<file path="config.mk">
export PLATFORM = sky130hd
export DESIGN_NAME = sm_ctrl_flat
export DESIGN_NICKNAME = d
export VERILOG_FILES = /design/src/rtl/sm_ctrl_if.sv /design/src/rtl/sm_ctrl.sv /design/src/flat_wrapper.sv
export SDC_FILE = /design/constraint.sdc
export NUM_CORES = 1
export LEC_CHECK = 0
export BUFFER_PORTS_ARGS = -buffer_cell sky130_fd_sc_hd__buf_4
export CAP_MARGIN = 0
export CELL_PAD_IN_SITES_DETAIL_PLACEMENT = 1
export CELL_PAD_IN_SITES_GLOBAL_PLACEMENT = 1
export CORE_ASPECT_RATIO = 0.8
export CORE_MARGIN = 8
export CORE_UTILIZATION = 32
export DETAILED_ROUTE_END_ITERATION = 7
export HOLD_SLACK_MARGIN = 0.06
export PLACE_DENSITY_LB_ADDON = 0.1
export SLEW_MARGIN = 25
export SYNTH_ARGS = -nofsm -noshare
export SYNTH_HDL_FRONTEND = slang
export SYNTH_SLANG_ARGS = --single-unit
</file>
<file path="constraint.sdc">
create_clock -name clk -period 2.18 [get_ports clk]
set_clock_uncertainty 0.2 [all_clocks]
set_input_delay 0.109 -clock clk [delete_from_list [all_inputs] [get_ports clk]]
set_output_delay 0.109 -clock clk [all_outputs]
set_load 0.02 [all_outputs]
</file>
<file path="src/rtl/sm_ctrl_if.sv">
// Bus between the instruction source and the sm_ctrl controller.
// The master issues instructions (s, in) and watches w; the slave is the
// controller, which drives every datapath strobe and select.
interface sm_ctrl_if;
    logic        s;
    logic [15:0] in;
    logic        w;
    logic [3:0]  vsel;
    logic [2:0]  readnum;
    logic [2:0]  writenum;
    logic        write;
    logic        loada;
    logic        loadb;
    logic        loadc;
    logic        asel;
    logic        bsel;
    logic [1:0]  shift;
    logic [1:0]  ALUop;
    logic [15:0] sximm5;
    logic [15:0] sximm8;

    modport master (
        output s, in,
        input  w, vsel, readnum, writenum, write, loada, loadb, loadc,
               asel, bsel, shift, ALUop, sximm5, sximm8
    );

    modport slave (
        input  s, in,
        output w, vsel, readnum, writenum, write, loada, loadb, loadc,
               asel, bsel, shift, ALUop, sximm5, sximm8
    );
endinterface

</file>
<file path="src/rtl/sm_ctrl.sv">
// sm_ctrl: Moore controller for a small register/ALU datapath.
// Latches an instruction word into IR when idle, decodes it, and steps the
// datapath through load-A / load-B / ALU / write-back phases.
module sm_ctrl (
    input  logic     clk,
    input  logic     reset_n,
    sm_ctrl_if.slave bus
);

    localparam logic [2:0] ST_WAIT      = 3'd0;
    localparam logic [2:0] ST_DECODE    = 3'd1;
    localparam logic [2:0] ST_WRITE_IMM = 3'd2;
    localparam logic [2:0] ST_GET_A     = 3'd3;
    localparam logic [2:0] ST_GET_B     = 3'd4;
    localparam logic [2:0] ST_ALU       = 3'd5;
    localparam logic [2:0] ST_WRITE_REG = 3'd6;

    logic [15:0] ir;
    logic [2:0]  state;
    logic [2:0]  next_state;

    logic [2:0]  opcode;
    logic [1:0]  op;
    logic [2:0]  rn;
    logic [2:0]  rd;
    logic [1:0]  sh;
    logic [2:0]  rm;

    logic        accept;
    logic        is_alu;
    logic        is_mov_imm;
    logic        is_mov_reg;
    logic        is_cmp;
    logic        is_mvn;

    assign opcode = ir[15:13];
    assign op     = ir[12:11];
    assign rn     = ir[10:8];
    assign rd     = ir[7:5];
    assign sh     = ir[4:3];
    assign rm     = ir[2:0];

    assign is_alu     = (opcode == 3'b101);
    assign is_mov_imm = (opcode == 3'b110) && (op == 2'b10);
    assign is_mov_reg = (opcode == 3'b110) && (op == 2'b00);
    assign is_cmp     = is_alu && (op == 2'b01);
    assign is_mvn     = is_alu && (op == 2'b11);

    // A start strobe only counts while the controller is idle.
    assign accept = (state == ST_WAIT) && bus.s;

    assign bus.sximm8 = {{8{ir[7]}}, ir[7:0]};
    assign bus.sximm5 = {{11{ir[4]}}, ir[4:0]};

    // Instruction register: captures the word on an accepted start, else holds.
    always_ff @(posedge clk or negedge reset_n) begin
        if (!reset_n) begin
            ir <= 16'h0000;
        end else if (accept) begin
            ir <= bus.in;
        end
    end

    // State register; reset aborts any instruction in flight.
    always_ff @(posedge clk or negedge reset_n) begin
        if (!reset_n) begin
            state <= ST_WAIT;
        end else begin
            state <= next_state;
        end
    end

    // Next-state logic: dispatch in DECODE, fixed sequences elsewhere.
    always_comb begin
        next_state = ST_WAIT;
        case (state)
            ST_WAIT:      next_state = bus.s ? ST_DECODE : ST_WAIT;
            ST_DECODE: begin
                if (is_mov_imm) begin
                    next_state = ST_WRITE_IMM;
                end else if (is_mov_reg || is_mvn) begin
                    next_state = ST_GET_B;
                end else if (is_alu) begin
                    next_state = ST_GET_A;
                end else begin
                    next_state = ST_WAIT;
                end
            end
            ST_WRITE_IMM: next_state = ST_WAIT;
            ST_GET_A:     next_state = ST_GET_B;
            ST_GET_B:     next_state = ST_ALU;
            ST_ALU:       next_state = is_cmp ? ST_WAIT : ST_WRITE_REG;
            ST_WRITE_REG: next_state = ST_WAIT;
            default:      next_state = ST_WAIT;
        endcase
    end

    // Moore outputs: everything idles at zero, each state raises only its own controls.
    always_comb begin
        bus.w        = 1'b0;
        bus.vsel     = 4'b0000;
        bus.readnum  = 3'b000;
        bus.writenum = 3'b000;
        bus.write    = 1'b0;
        bus.loada    = 1'b0;
        bus.loadb    = 1'b0;
        bus.loadc    = 1'b0;
        bus.asel     = 1'b0;
        bus.bsel     = 1'b0;
        bus.shift    = 2'b00;
        bus.ALUop    = 2'b00;
        case (state)
            ST_WAIT: begin
                bus.w = 1'b1;
            end
            ST_WRITE_IMM: begin
                bus.write    = 1'b1;
                bus.vsel     = 4'b0100;
                bus.writenum = rn;
            end
            ST_GET_A: begin
                bus.loada   = 1'b1;
                bus.readnum = rn;
            end
            ST_GET_B: begin
                bus.loadb   = 1'b1;
                bus.readnum = rm;
            end
            ST_ALU: begin
                bus.loadc = 1'b1;
                bus.shift = sh;
                bus.asel  = is_mov_reg || is_mvn;
                bus.ALUop = is_alu ? op : 2'b00;
            end
            ST_WRITE_REG: begin
                bus.write    = 1'b1;
                bus.vsel     = 4'b0001;
                bus.writenum = rd;
            end
            default: begin
            end
        endcase
    end

endmodule

</file>
<file path="src/flat_wrapper.sv">
// flat-port wrapper written by rule: the top's interface ports become plain ports
module sm_ctrl_flat 
  (clk, reset_n, bus_s, bus_in, bus_w, bus_vsel, bus_readnum, bus_writenum, bus_write, bus_loada, bus_loadb, bus_loadc, bus_asel, bus_bsel, bus_shift, bus_ALUop, bus_sximm5, bus_sximm8);
  sm_ctrl_if bus_i ();
  input  logic clk;
  input  logic reset_n;
  input wire logic [$bits(bus_i.s)-1:0] bus_s;
  input wire logic [$bits(bus_i.in)-1:0] bus_in;
  output wire logic [$bits(bus_i.w)-1:0] bus_w;
  output wire logic [$bits(bus_i.vsel)-1:0] bus_vsel;
  output wire logic [$bits(bus_i.readnum)-1:0] bus_readnum;
  output wire logic [$bits(bus_i.writenum)-1:0] bus_writenum;
  output wire logic [$bits(bus_i.write)-1:0] bus_write;
  output wire logic [$bits(bus_i.loada)-1:0] bus_loada;
  output wire logic [$bits(bus_i.loadb)-1:0] bus_loadb;
  output wire logic [$bits(bus_i.loadc)-1:0] bus_loadc;
  output wire logic [$bits(bus_i.asel)-1:0] bus_asel;
  output wire logic [$bits(bus_i.bsel)-1:0] bus_bsel;
  output wire logic [$bits(bus_i.shift)-1:0] bus_shift;
  output wire logic [$bits(bus_i.ALUop)-1:0] bus_ALUop;
  output wire logic [$bits(bus_i.sximm5)-1:0] bus_sximm5;
  output wire logic [$bits(bus_i.sximm8)-1:0] bus_sximm8;
  assign bus_i.s = bus_s;
  assign bus_i.in = bus_in;
  assign bus_w = bus_i.w;
  assign bus_vsel = bus_i.vsel;
  assign bus_readnum = bus_i.readnum;
  assign bus_writenum = bus_i.writenum;
  assign bus_write = bus_i.write;
  assign bus_loada = bus_i.loada;
  assign bus_loadb = bus_i.loadb;
  assign bus_loadc = bus_i.loadc;
  assign bus_asel = bus_i.asel;
  assign bus_bsel = bus_i.bsel;
  assign bus_shift = bus_i.shift;
  assign bus_ALUop = bus_i.ALUop;
  assign bus_sximm5 = bus_i.sximm5;
  assign bus_sximm8 = bus_i.sximm8;
  sm_ctrl u_core (.clk(clk), .reset_n(reset_n), .bus(bus_i));
endmodule
</file>
==> Word-level counts from Yosys, hierarchy flattened <==
Index checks and enable logic that the tools add are counted.
{ "totals": {"out_inout_bits": 53, "reg_bits": 19, "word_cells": 40, "in_bits": 19} }
{ "classes": {"reduce_logical": 9, "n_eq_ne": 11, "n_mux": 18} }
{ "ops": {"columns": ["cell", "count"], "rows": [
  ["3-bit one-hot mux with 2 select lines", 3],
  ["3-bit == test, second input constant", 5],
  ["3-bit one-hot mux with 5 select lines", 1],
  ["3-bit two-way mux", 3],
  ["2-bit two-way mux", 4],
  ["1-bit two-way mux", 7],
  ["3-bit by 2-bit == test with 1-bit output, second input constant", 2],
  ["1-bit logical AND", 5],
  ["2-bit == test, second input constant", 2],
  ["3-bit by 1-bit == test with 1-bit output, second input constant", 1],
  ["3-bit logical NOT", 1],
  ["2-bit by 1-bit == test with 1-bit output, second input constant", 1],
  ["2-bit logical NOT", 1],
  ["2-bit OR reduction", 1],
  ["1-bit logical OR", 1]
]} }

==> Longest topological paths before layout <==
Gate-level depths: netlist of run 1.
{ "depth": {"word_depth": 6, "depth_mapped": 6, "depth_no_buf": 4} }

==> Worst setup path after synthesis of run 1 <==
OpenSTA, ideal clock, no wires.
{ "synth_timing": {"kind": "reg-to-reg", "startpoint": "register u_core.state[1]", "endpoint": "register u_core.ir[0]", "synth_period_minus_slack_ps": 1898, "slack_ps": 282, "required_time_ps": 1855, "path_stages_with_launch": 7, "path_buffers": 3, "arrival_ps": 1572, "setup_ps": 125, "cell_sequence": "dfrtp_1 -> buf_6 -> nor3_2 -> and2_1 -> buf_6 -> buf_12 -> mux2_4"} }
{ "synth_via": {"elab_chain_len": 2} }
{ "synth_lines": {"columns": ["element", "line", "rtl"], "rows": [
  ["from (decl)", "sm_ctrl.sv:19", "logic [2:0] state;"],
  ["from (signal assigned)", "sm_ctrl.sv:69", "state <= next_state;"],
  ["3-bit logical NOT", "sm_ctrl.sv:50", "assign accept = (state == ST_WAIT) && bus.s;"],
  ["1-bit logical AND", "sm_ctrl.sv:50", null],
  ["to (signal assigned)", "sm_ctrl.sv:60", "ir <= bus.in;"],
  ["to (decl)", "sm_ctrl.sv:18", "logic [15:0] ir;"]
]} }
Every way passes these cells.
A chain may end at the register's enable or synchronous reset.

==> Worst setup path in the final report of run 1 <==
{ "layout_timing": {"startpoint": "register u_core.state[1]", "endpoint": "output bus_readnum[1]"} }
{ "layout_via": {"elab_chain_len": 2, "word_cells_on_any_way": 3, "cone_classes": "eq/ne: 2; mux: 1"} }
{ "layout_lines": {"columns": ["element", "line", "rtl"], "rows": [
  ["3-bit == test / 3-bit by 2-bit == test with 1-bit output (equally long branches)", "sm_ctrl.sv:112", "case (state)"],
  ["3-bit one-hot mux with 2 select lines (*)", "sm_ctrl.sv:112", null],
  ["to (decl)", "flat_wrapper.sv:11", "output wire logic [$bits(bus_i.readnum)-1:0] bus_readnum;"]
]} }
Every way passes the cells marked *; elsewhere a longest branch is shown, timed or not.

==> flow_summary.ini, run 1 <==
[status]
run_status = finished clean

[worst_setup_path]
crit_arrival_ns = 1.67
critical_path_buf_inv_count = 1
start_kind = flip-flop
crit_required_ns = 1.87
cpLargestDelayFamily = simple AND/OR/NAND/NOR gates
crit_path_max_incr_delay_ns = 0.54
path_cells = nor3b_1 > a22o_1 > buf_4
cp_max_fo = 9
end_kind = output port
worstSetupPathType = reg2out
slowest_stage = nor3b_1

[power_and_ir_drop]
switching_power_w = 0.00132
swShare_pct = 46.1
p_clk_share_pct = 8.8
p_per_area_mw_per_mm2 = 1560
combPwrFrac_pct = 62.6
p_leak_nw = 0.898
seqPwrFrac_pct = 28.6
p_int_w = 0.00154
irDropWorstVdd_mv = 0.605

[clock_network]
cts_buffer_depth = 2
cts_setup_buffers = 0
root_buffer = clkbuf_8
h-tree-depth = 1
ctsResizeCount = 0
cts.reportedPaths.clkPinSlew_ns = 0.08
numClockSinks = 19
cts_tree = done
cts_buffers = 3
clock_latency_ns = 0.26

[timing]
report.final.slew_viol_count = 0
rsz0062_at_grt = false
final_hold_viol_count = 0
setup_violations = 0
worstMarginPinSlew_ns = 0.578
period_share_pct = 90.7
finalCriticalPeriod_ns = 1.98
fmax_mhz = 506
max_slew_margin_pct = 61.4
final.setup.tns_ns = 0

[synth]
synth_area_leaders = dfrtp_1 36%, buf_4 21%, mux2_4 11%
synth-adder-area-share_pct = 0
yosys_register_bits = 19
synth_top_area_share_pct = 36.2
yosysSeqAreaShare_pct = 36.2
yosysUniqueCellTypes = 30
synth_flop_cell = dfrtp_1
synth_xor_area_share_pct = 0
synth-simple-area-share_pct = 14.6
synth_edf_count = 0
yosysWarnings = 0
syn_area_per_cell_um2 = 10.6
synth_area_leader_cell = dfrtp_1
synth_top_family_by_area = buffers and inverters
synth_compound_area_share_pct = 5.14
synthMuxAreaShare_pct = 18.9
synth_area_mm2 = 0.00131
synthCells = 124
async_flop_share_pct = 100

[grt]
grt_max_degree = 20
track_usage_pct = 11.6
grt_pass1_wl_mm = 5.80
grt_overflow = 0
grt_antenna_before_repair = 0
first_global_vias = 1108

[floorplanning]
rows = 21
io_pins = 72
initial_core_util_pct = 32.3
dieHeight_um = 73.3
die-area_mm2 = 0.00642
core_area_mm2 = 0.00407
die_x_um = 87.6

[route]
vias = 1004
drtIter0Drc = 40
routed_wl_mm = 3.58
via_per_inst = 4.29
firstDrtPassIters = 3
routedWlPerCell_um = 15.3
drc = 0
ant_nets = 0

[layout]
nNetsFinal = 197
area_delta_synth_final_pct = 39.0
fin_cells = 234
diodes = 0
drive_above_1_share_pct = 51.4

[place]
hpwl_mm = 2.77
dp.cells = 212
io_buffers = 68
place_congestion = 0.703

[job]
drv_cap = 0

[worst_hold_path]
hp-class = in2async
==> routing by layer <==
layer  wire length [µm]  track usage [%]  share of wire (%)  up-vias
li1                   -                -                  -      491
met1               1580             13.8                 44      462
met2               1650             18.4                 46       47
met3                306             4.92                8.6        4
met4                 42             3.80                1.2        0
met5                  0                0                  0        -
==> state kept, by name (all words and copies together) (netlist names) <==
name / cells
u_core.ir: 16
u_core.state: 3
==> synth_stat cells (3+ instances only) <==
cell	number
mux2i_1	3
nor2_1	7
and2_1	4
buf_4	36
dfrtp_1	19
a22o_1	3
o21ai_0	3
mux2_2	6
mux2_4	10
nand2_1	3
==> power groups by stage <==
stage / combinational (W) / clock [W] / sequential (W)
global placement: 0.00178 / 0 / 0.000805
floorplan: 0.00161 / 0 / 0.000692
finish: 0.00179 / 0.000251 / 0.000816
global route: 0.00191 / 0.000275 / 0.000864
CTS: 0.00182 / 0.000265 / 0.000822
detailed placement: 0.00179 / 0 / 0.000823
==> timing repair <==
action | CTS | global route
hold endpoints to repair | 36 | 0
hold buffers | 18 | 0
setup endpoints to repair | 0 | 0
==> cell type report <==
cell class              count  area (µm²)
flip-flops and latches     19         475
clock buffers               3        41.3
repair buffers             88         706
clock inverters             1        7.51
fillers                   465        2250
multi-input cells          64         518
well taps                  57        71.3
inverters                   2        7.51
==> through the flow <==
stage | power (W) | utilization, % | hold WS [ns] | setup WS (ns) | instance area [µm²]
after floorplan | 0.00230 | - | -0.387 | 0.282 | 1320
after global placement | 0.00258 | 39.2 | -0.200 | 0.419 | 1600
after detailed placement | 0.00261 | 39.2 | -0.200 | 0.377 | 1600
after CTS | 0.00290 | 44.9 | 0.0622 | 0.168 | 1830
after global routing | 0.00305 | 44.9 | 0.0960 | 0.0311 | 1830
final | 0.00286 | 44.9 | 0.0727 | 0.203 | 1830
==> cell usage in the layout (no fill, tap or decap), types with 2 or more instances in the layout <==
cell type / netlist / layout
buf_4: 36 / 70
dfrtp_1: 19 / 19
dlygate4sd3_1: 0 / 18
mux2_4: 10 / 10
nor2_1: 7 / 7
mux2_2: 6 / 6
and2_1: 4 / 4
nand2_1: 3 / 3
o21ai_0: 3 / 3
mux2i_1: 3 / 3
a22o_1: 3 / 3
conb_1: 1 / 3
clkbuf_8: 0 / 3
nand2b_1: 2 / 2
inv_1: 2 / 2
and3b_1: 2 / 2
nand3_1: 2 / 2
nand4b_1: 2 / 2
nor4_1: 2 / 2
and3_1: 2 / 2
a21oi_1: 2 / 2
==> path summary, 6_finish.rpt <==
path	startpoint	end	slack (ns)	cells after the start
hold / removal	reset_n	u_core.ir[10]$_DFFE_PN0P_	0.07	2
hold reg to reg	u_core.ir[8]$_DFFE_PN0P_	u_core.ir[8]$_DFFE_PN0P_	0.34	1
max in group asynchronous	reset_n	u_core.state[2]$_DFF_PN0_	1.49	2
min in group clk	u_core.ir[8]$_DFFE_PN0P_	u_core.ir[8]$_DFFE_PN0P_	0.34	1
setup / recovery	u_core.state[1]$_DFF_PN0_	bus_readnum[1]	0.20	3
setup reg to reg	u_core.state[1]$_DFF_PN0_	u_core.ir[15]$_DFFE_PN0P_	0.39	4
==> cell families after synthesis <==
logic type             Yosys count
AO/OA/AOI/OAI                   10
multiplexers                    19
other                            1
flip-flops                      19
buffers and inverters           43
AND/OR/NAND/NOR                 32
Power figures use the tool's default switching activity.
==> run 2, diff against run 1 <==
--- a/config.mk
+++ b/config.mk
@@ -17,2 +17,3 @@
 export PLACE_DENSITY_LB_ADDON = 0.1
+export REMOVE_ABC_BUFFERS = 1
 export SLEW_MARGIN = 25
--- a/constraint.sdc
+++ b/constraint.sdc
@@ -4,2 +4,2 @@
 set_output_delay 0.109 -clock clk [all_outputs]
-set_load 0.02 [all_outputs]
+set_load 0.01 [all_outputs]
==> run 2 against run 1 <==
Global-route usage rose by 0.49 points. Critical endpoint is now bus_readnum[0]. Power fell by 10%. Design area is 0.68% higher. Clock-buffer cell count unchanged. First-iteration DRC count is 57% lower. Worst setup slack gained 0.10 ns. Largest power group unchanged. Die area unchanged. Clock power is essentially flat.
==> flow_summary.ini, run 2 (synthesis gave the netlist of run 1 again) <==
[worst_setup_path]
path_cells = buf_4 > nor3b_1 > buf_4 > a22o_1 > buf_4
critical_path_buf_inv_count = 3
cp_max_fo = 15
start_kind = flip-flop
slowest_stage = dfrtp_1
crit_path_frequent_cell = buf_4
end_kind = output port
crit_required_ns = 1.87
crit_path_max_incr_delay_ns = 0.40
worstSetupPathType = reg2out
crit_arrival_ns = 1.56
cpLargestDelayFamily = buffers and inverters

[floorplanning]
io_pins = 72
core_area_mm2 = 0.00407
die_x_um = 87.6
initial_core_util_pct = 32.3
die-area_mm2 = 0.00642
rows = 21
dieHeight_um = 73.3

[timing]
rsz0062_at_grt = false
report.final.slew_viol_count = 0
period_share_pct = 85.9
final.setup.tns_ns = 0
finalCriticalPeriod_ns = 1.87
final_hold_viol_count = 0
setup_violations = 0
fmax_mhz = 534

[clock_network]
numClockSinks = 19
cts_buffer_depth = 2
cts.reportedPaths.clkPinSlew_ns = 0.07
clock_latency_ns = 0.26
cts_buffers = 3
h-tree-depth = 1
cts_setup_buffers = 0
cts_tree = done
root_buffer = clkbuf_8

[layout]
area_delta_synth_final_pct = 40.0
drive_above_1_share_pct = 52.0
top_register = u_core.ir
diodes = 0
fin_cells = 236
largest_reg_flops = 16
utilization_pct = 45.2
top_regs = u_core.ir (16), u_core.state (3)
final_cell_mix = 72 x buf_4, 19 x dfrtp_1, 18 x dlygate4sd3_1
nNetsFinal = 199
final_common_cell = buf_4
fill_cells = 477

[route]
via_per_inst = 4.33
drc = 0
ant_nets = 0
drtIter0Drc = 17
routedWlPerCell_um = 15.6
vias = 1023
firstDrtPassIters = 3
routed_wl_mm = 3.69

[power_and_ir_drop]
p_per_area_mw_per_mm2 = 1400
p_leak_nw = 0.912
irDropWorstVdd_mv = 0.662
power_w = 0.00257

[place]
io_buffers = 68
place_congestion = 0.709
dp.cells = 214
hpwl_mm = 2.81

[job]
drv_cap = 0

[grt]
grt_max_degree = 20
grt_overflow = 0
track_usage_pct = 12.1
first_global_vias = 1135
grt_antenna_before_repair = 0
grt_pass1_wl_mm = 5.98

[status]
run_status = finished clean

[worst_hold_path]
hp-class = in2async
run 2: cell types whose count changed in the layout (fill, tap and decap cells not counted):
cell        delta
clkinvlp_4     -1
clkinv_2       +1
buf_4          +2
run 2: area by class of cell:
| type | count | area [µm²] | share of cell area [%] |
|---|---|---|---|
| inverter | 2 | 7.51 | 0.408 |
| timing repair buffer | 90 | 721 | 39.2 |
| clock inverter | 1 | 5.00 | 0.272 |
| tap | 57 | 71.3 | 3.88 |
| clock buffer | 3 | 41.3 | 2.24 |
| sequential | 19 | 475 | 25.9 |
| multi-input combinational | 64 | 518 | 28.2 |
run 2: metrics by stage:
step | setup WS (ns) | hold WS (ns) | area, µm²
2_1_floorplan | 0.0151 | -0.387 | 1000
3_3_place_gp | 0.513 | -0.198 | 1610
3_5_place_dp | 0.469 | -0.194 | 1610
4_1_cts | 0.301 | 0.0762 | 1840
5_1_grt | 0.177 | 0.103 | 1840
6_report | 0.307 | 0.0715 | 1840
run 2: power breakdown:
part           leakage (nW)  internal [W]  switching (W)
registers             0.227      0.000530       0.000273
logic                 0.660      0.000887       0.000632
clock network        0.0255      0.000127       0.000122
run 2: path summary, 6_finish.rpt:
| path | depth (start not counted) | end | slack [ns] | startpoint |
|---|---|---|---|---|
| hold reg to reg | 1 | u_core.ir[5]$_DFFE_PN0P_ | 0.35 | u_core.ir[5]$_DFFE_PN0P_ |
| hold / removal | 2 | u_core.ir[10]$_DFFE_PN0P_ | 0.07 | reset_n |
| max in group asynchronous | 2 | u_core.ir[7]$_DFFE_PN0P_ | 1.50 | reset_n |
| setup reg to reg | 4 | u_core.ir[7]$_DFFE_PN0P_ | 0.44 | u_core.state[1]$_DFF_PN0_ |
| setup / recovery | 5 | bus_readnum[0] | 0.31 | u_core.state[2]$_DFF_PN0_ |
| min in group clk | 1 | u_core.ir[5]$_DFFE_PN0P_ | 0.35 | u_core.ir[5]$_DFFE_PN0P_ |
run 2: worst register-to-register path: cells and delay by family, from the launching register on:
kind | cells | cell delay, ns
multiplexers | 1 | 0.35
buffers and inverters | 1 | 0.21
AND/OR/NAND/NOR | 2 | 0.39
flip-flops | 1 | 0.47
run 2: what timing repair did:
| action | in CTS | in global routing |
|---|---|---|
| hold endpoints to repair | 36 | 0 |
| resized for setup | 0 | 0 |
| hold buffers | 18 | 0 |
run 2: metal layers:
metal  routed length, µm  vias up  global-route usage [%]
met5                   0        -                       0
met4                   8        0                    1.71
met2                1710       40                    19.5
met1                1660      491                    14.7
met3                 312        2                    5.59
li1                    -      490                       -
==> run 3, diff against run 2 <==
==> constraint.sdc (replaced) <==
create_clock -name clk -period 2.18 [get_ports clk]
set_clock_uncertainty 0.2 [all_clocks]
set_input_delay 0.436 -clock clk [delete_from_list [all_inputs] [get_ports clk]]
set_output_delay 0.436 -clock clk [all_outputs]
set_load 0.01 [all_outputs]
==> run 3 against run 2 <==
Power is 0.24% higher. Design area down 8.0%. Maximum frequency shrank 10%. Global-route usage decreased by 1.4 points. Flip-flop and latch count unchanged. Non-clock buffer count decreased by 18. Clock power rose by 3%. Utilization fell by 3.6 points. Critical path type unchanged.
==> flow_summary.ini, run 3 (synthesis gave the netlist of run 1 again) <==
[timing]
rsz0062_at_grt = false
setup_ws_ns = 0.0933
report.final.slew_viol_count = 0
period_share_pct = 95.7
fmax_mhz = 479
setup_violations = 0
final.setup.tns_ns = 0
finalCriticalPeriod_ns = 2.09
final_hold_viol_count = 0
worst_hold_slack_ns = 0.201

[power_and_ir_drop]
p_int_w = 0.00156
swShare_pct = 39.6
p_clk_share_pct = 10.0
irDropWorstVdd_mv = 0.616
p_per_area_mw_per_mm2 = 1520
combPwrFrac_pct = 57.9
switching_power_w = 0.00102
p_leak_nw = 0.841
seqPwrFrac_pct = 32.2
power_w = 0.00258

[floorplanning]
dieHeight_um = 73.3
core_area_mm2 = 0.00407
die-area_mm2 = 0.00642
rows = 21
initial_core_util_pct = 32.3
io_pins = 72
die_x_um = 87.6

[layout]
final_cell_mix = 70 x buf_4, 16 x dfrtp_1, 10 x mux2_4
drive_above_1_share_pct = 59.0
largest_reg_flops = 16
diodes = 0
top_regs = u_core.ir (16), u_core.state (3)
top_register = u_core.ir
fin_cells = 218
area_delta_synth_final_pct = 28.8
final_common_cell = buf_4
nNetsFinal = 181

[place]
hpwl_mm = 2.69
io_buffers = 68
place_congestion = 0.757
dp.cells = 213
place_ws_ns = 0.298

[grt]
grt_max_degree = 20
grt_pass1_wl_mm = 5.39
track_usage_pct = 10.8
first_global_vias = 1098
grt_overflow = 0
grt_antenna_before_repair = 0

[route]
routed_wl_mm = 3.41
routedWlPerCell_um = 15.6
firstDrtPassIters = 4
drc = 0
ant_nets = 0
wl_met1_mm = 1.50
dr_wl_met3_um = 320
drtIter0Drc = 24
vias = 976
via_per_inst = 4.48
wl_met2_mm = 1.58
top_layer = met4

[worst_setup_path]
cp_max_fo = 13
timing.rr.end = u_core.ir[8]$_DFFE_PN0P_
worstSetupPathType = reg2out
ff2ff_path_depth = 4
worst_r2r_startpoint = u_core.state[2]$_DFF_PN0_
end_kind = output port
crit_required_ns = 1.54
crit_arrival_ns = 1.45
timing.reg2reg.setup_slack_ns = 0.42
start_kind = flip-flop

[clock_network]
numClockSinks = 19
cts_buffer_depth = 2
root_buffer = clkbuf_8
clock_latency_ns = 0.26
h-tree-depth = 1
cts.reportedPaths.clkPinSlew_ns = 0.08
cts_setup_buffers = 0
cts_tree = done
cts_buffers = 3

[job]
drv_cap = 0

[worst_hold_path]
min_path_cells = 2
worstHoldStart = bus_in[9]
hp-class = in2reg
holdPathEnd = u_core.ir[9]$_DFFE_PN0P_

[status]
run_status = finished clean
## run 3: cell count changes in the layout (fill, tap and decap cells not counted)
cell,delta
dlygate4sd3_1,-17
dfrtp_1,-3
dfrtp_2,+3
buf_4,-2
buf_12,+1
clkbuf_1,+1
clkinv_2,-1
nor4bb_1,-1
nor4bb_4,+1
## run 3: stage by stage
stage,area (µm²),utilization [%]
global route,1690,41.5
global placement,1620,39.7
CTS,1670,41.1
detailed placement,1620,39.7
floorplan,1000,-
finish,1690,41.5
## run 3: critical path: stages, from the launching register on
cell     delay [ns]
dfrtp_2        0.50
nor3b_1        0.17
buf_4          0.15
a22o_1         0.23
buf_4          0.14
## run 3: routing by layer
| metal | vias to the layer above | GRT usage, % |
|---|---|---|
| met2 | 37 | 17.1 |
| met3 | 2 | 4.58 |
| li1 | 460 | - |
| met1 | 477 | 12.7 |
| met4 | 0 | 3.42 |
| met5 | - | 0 |
## run 3: final cells by class
cell class	instances	area [µm²]
fillers	468	2380
repair buffers	72	556
multi-input cells	64	533
flip-flops and latches	19	479
well taps	57	71.3
clock buffers	4	45.0
inverters	2	7.51
## run 3: how the worst max path moves through the flow
stage                                     endpoint  cells past startpoint                 startpoint
after global routing                      bus_asel                      4  u_core.ir[13]$_DFFE_PN0P_
after CTS                           bus_readnum[0]                      4  u_core.state[2]$_DFF_PN0_
after floorplan           u_core.ir[4]$_DFFE_PN0P_                      3  u_core.state[2]$_DFF_PN0_
after detailed placement                  bus_asel                      4  u_core.ir[13]$_DFFE_PN0P_
after global placement                    bus_asel                      4  u_core.ir[11]$_DFFE_PN0P_
final                               bus_readnum[0]                      4  u_core.state[2]$_DFF_PN0_
## run 3: timing repair
| action | 4_1_cts | 5_1_grt |
|---|---|---|
| endpoints found under the setup margin | 0 | 9 |
| hold endpoints to repair | 19 | 0 |
| gates resized for setup | 0 | 5 |
| hold buffers | 1 | 0 |
## run 3: power by group through the flow
stage	sequential, W	combinational (W)	clock [W]
2_1_floorplan	0.000917	0.000566	0
3_3_place_gp	0.000812	0.00150	0
3_5_place_dp	0.000822	0.00150	0
4_1_cts	0.000817	0.00151	0.000263
5_1_grt	0.000876	0.00161	0.000276
6_report	0.000829	0.00149	0.000257
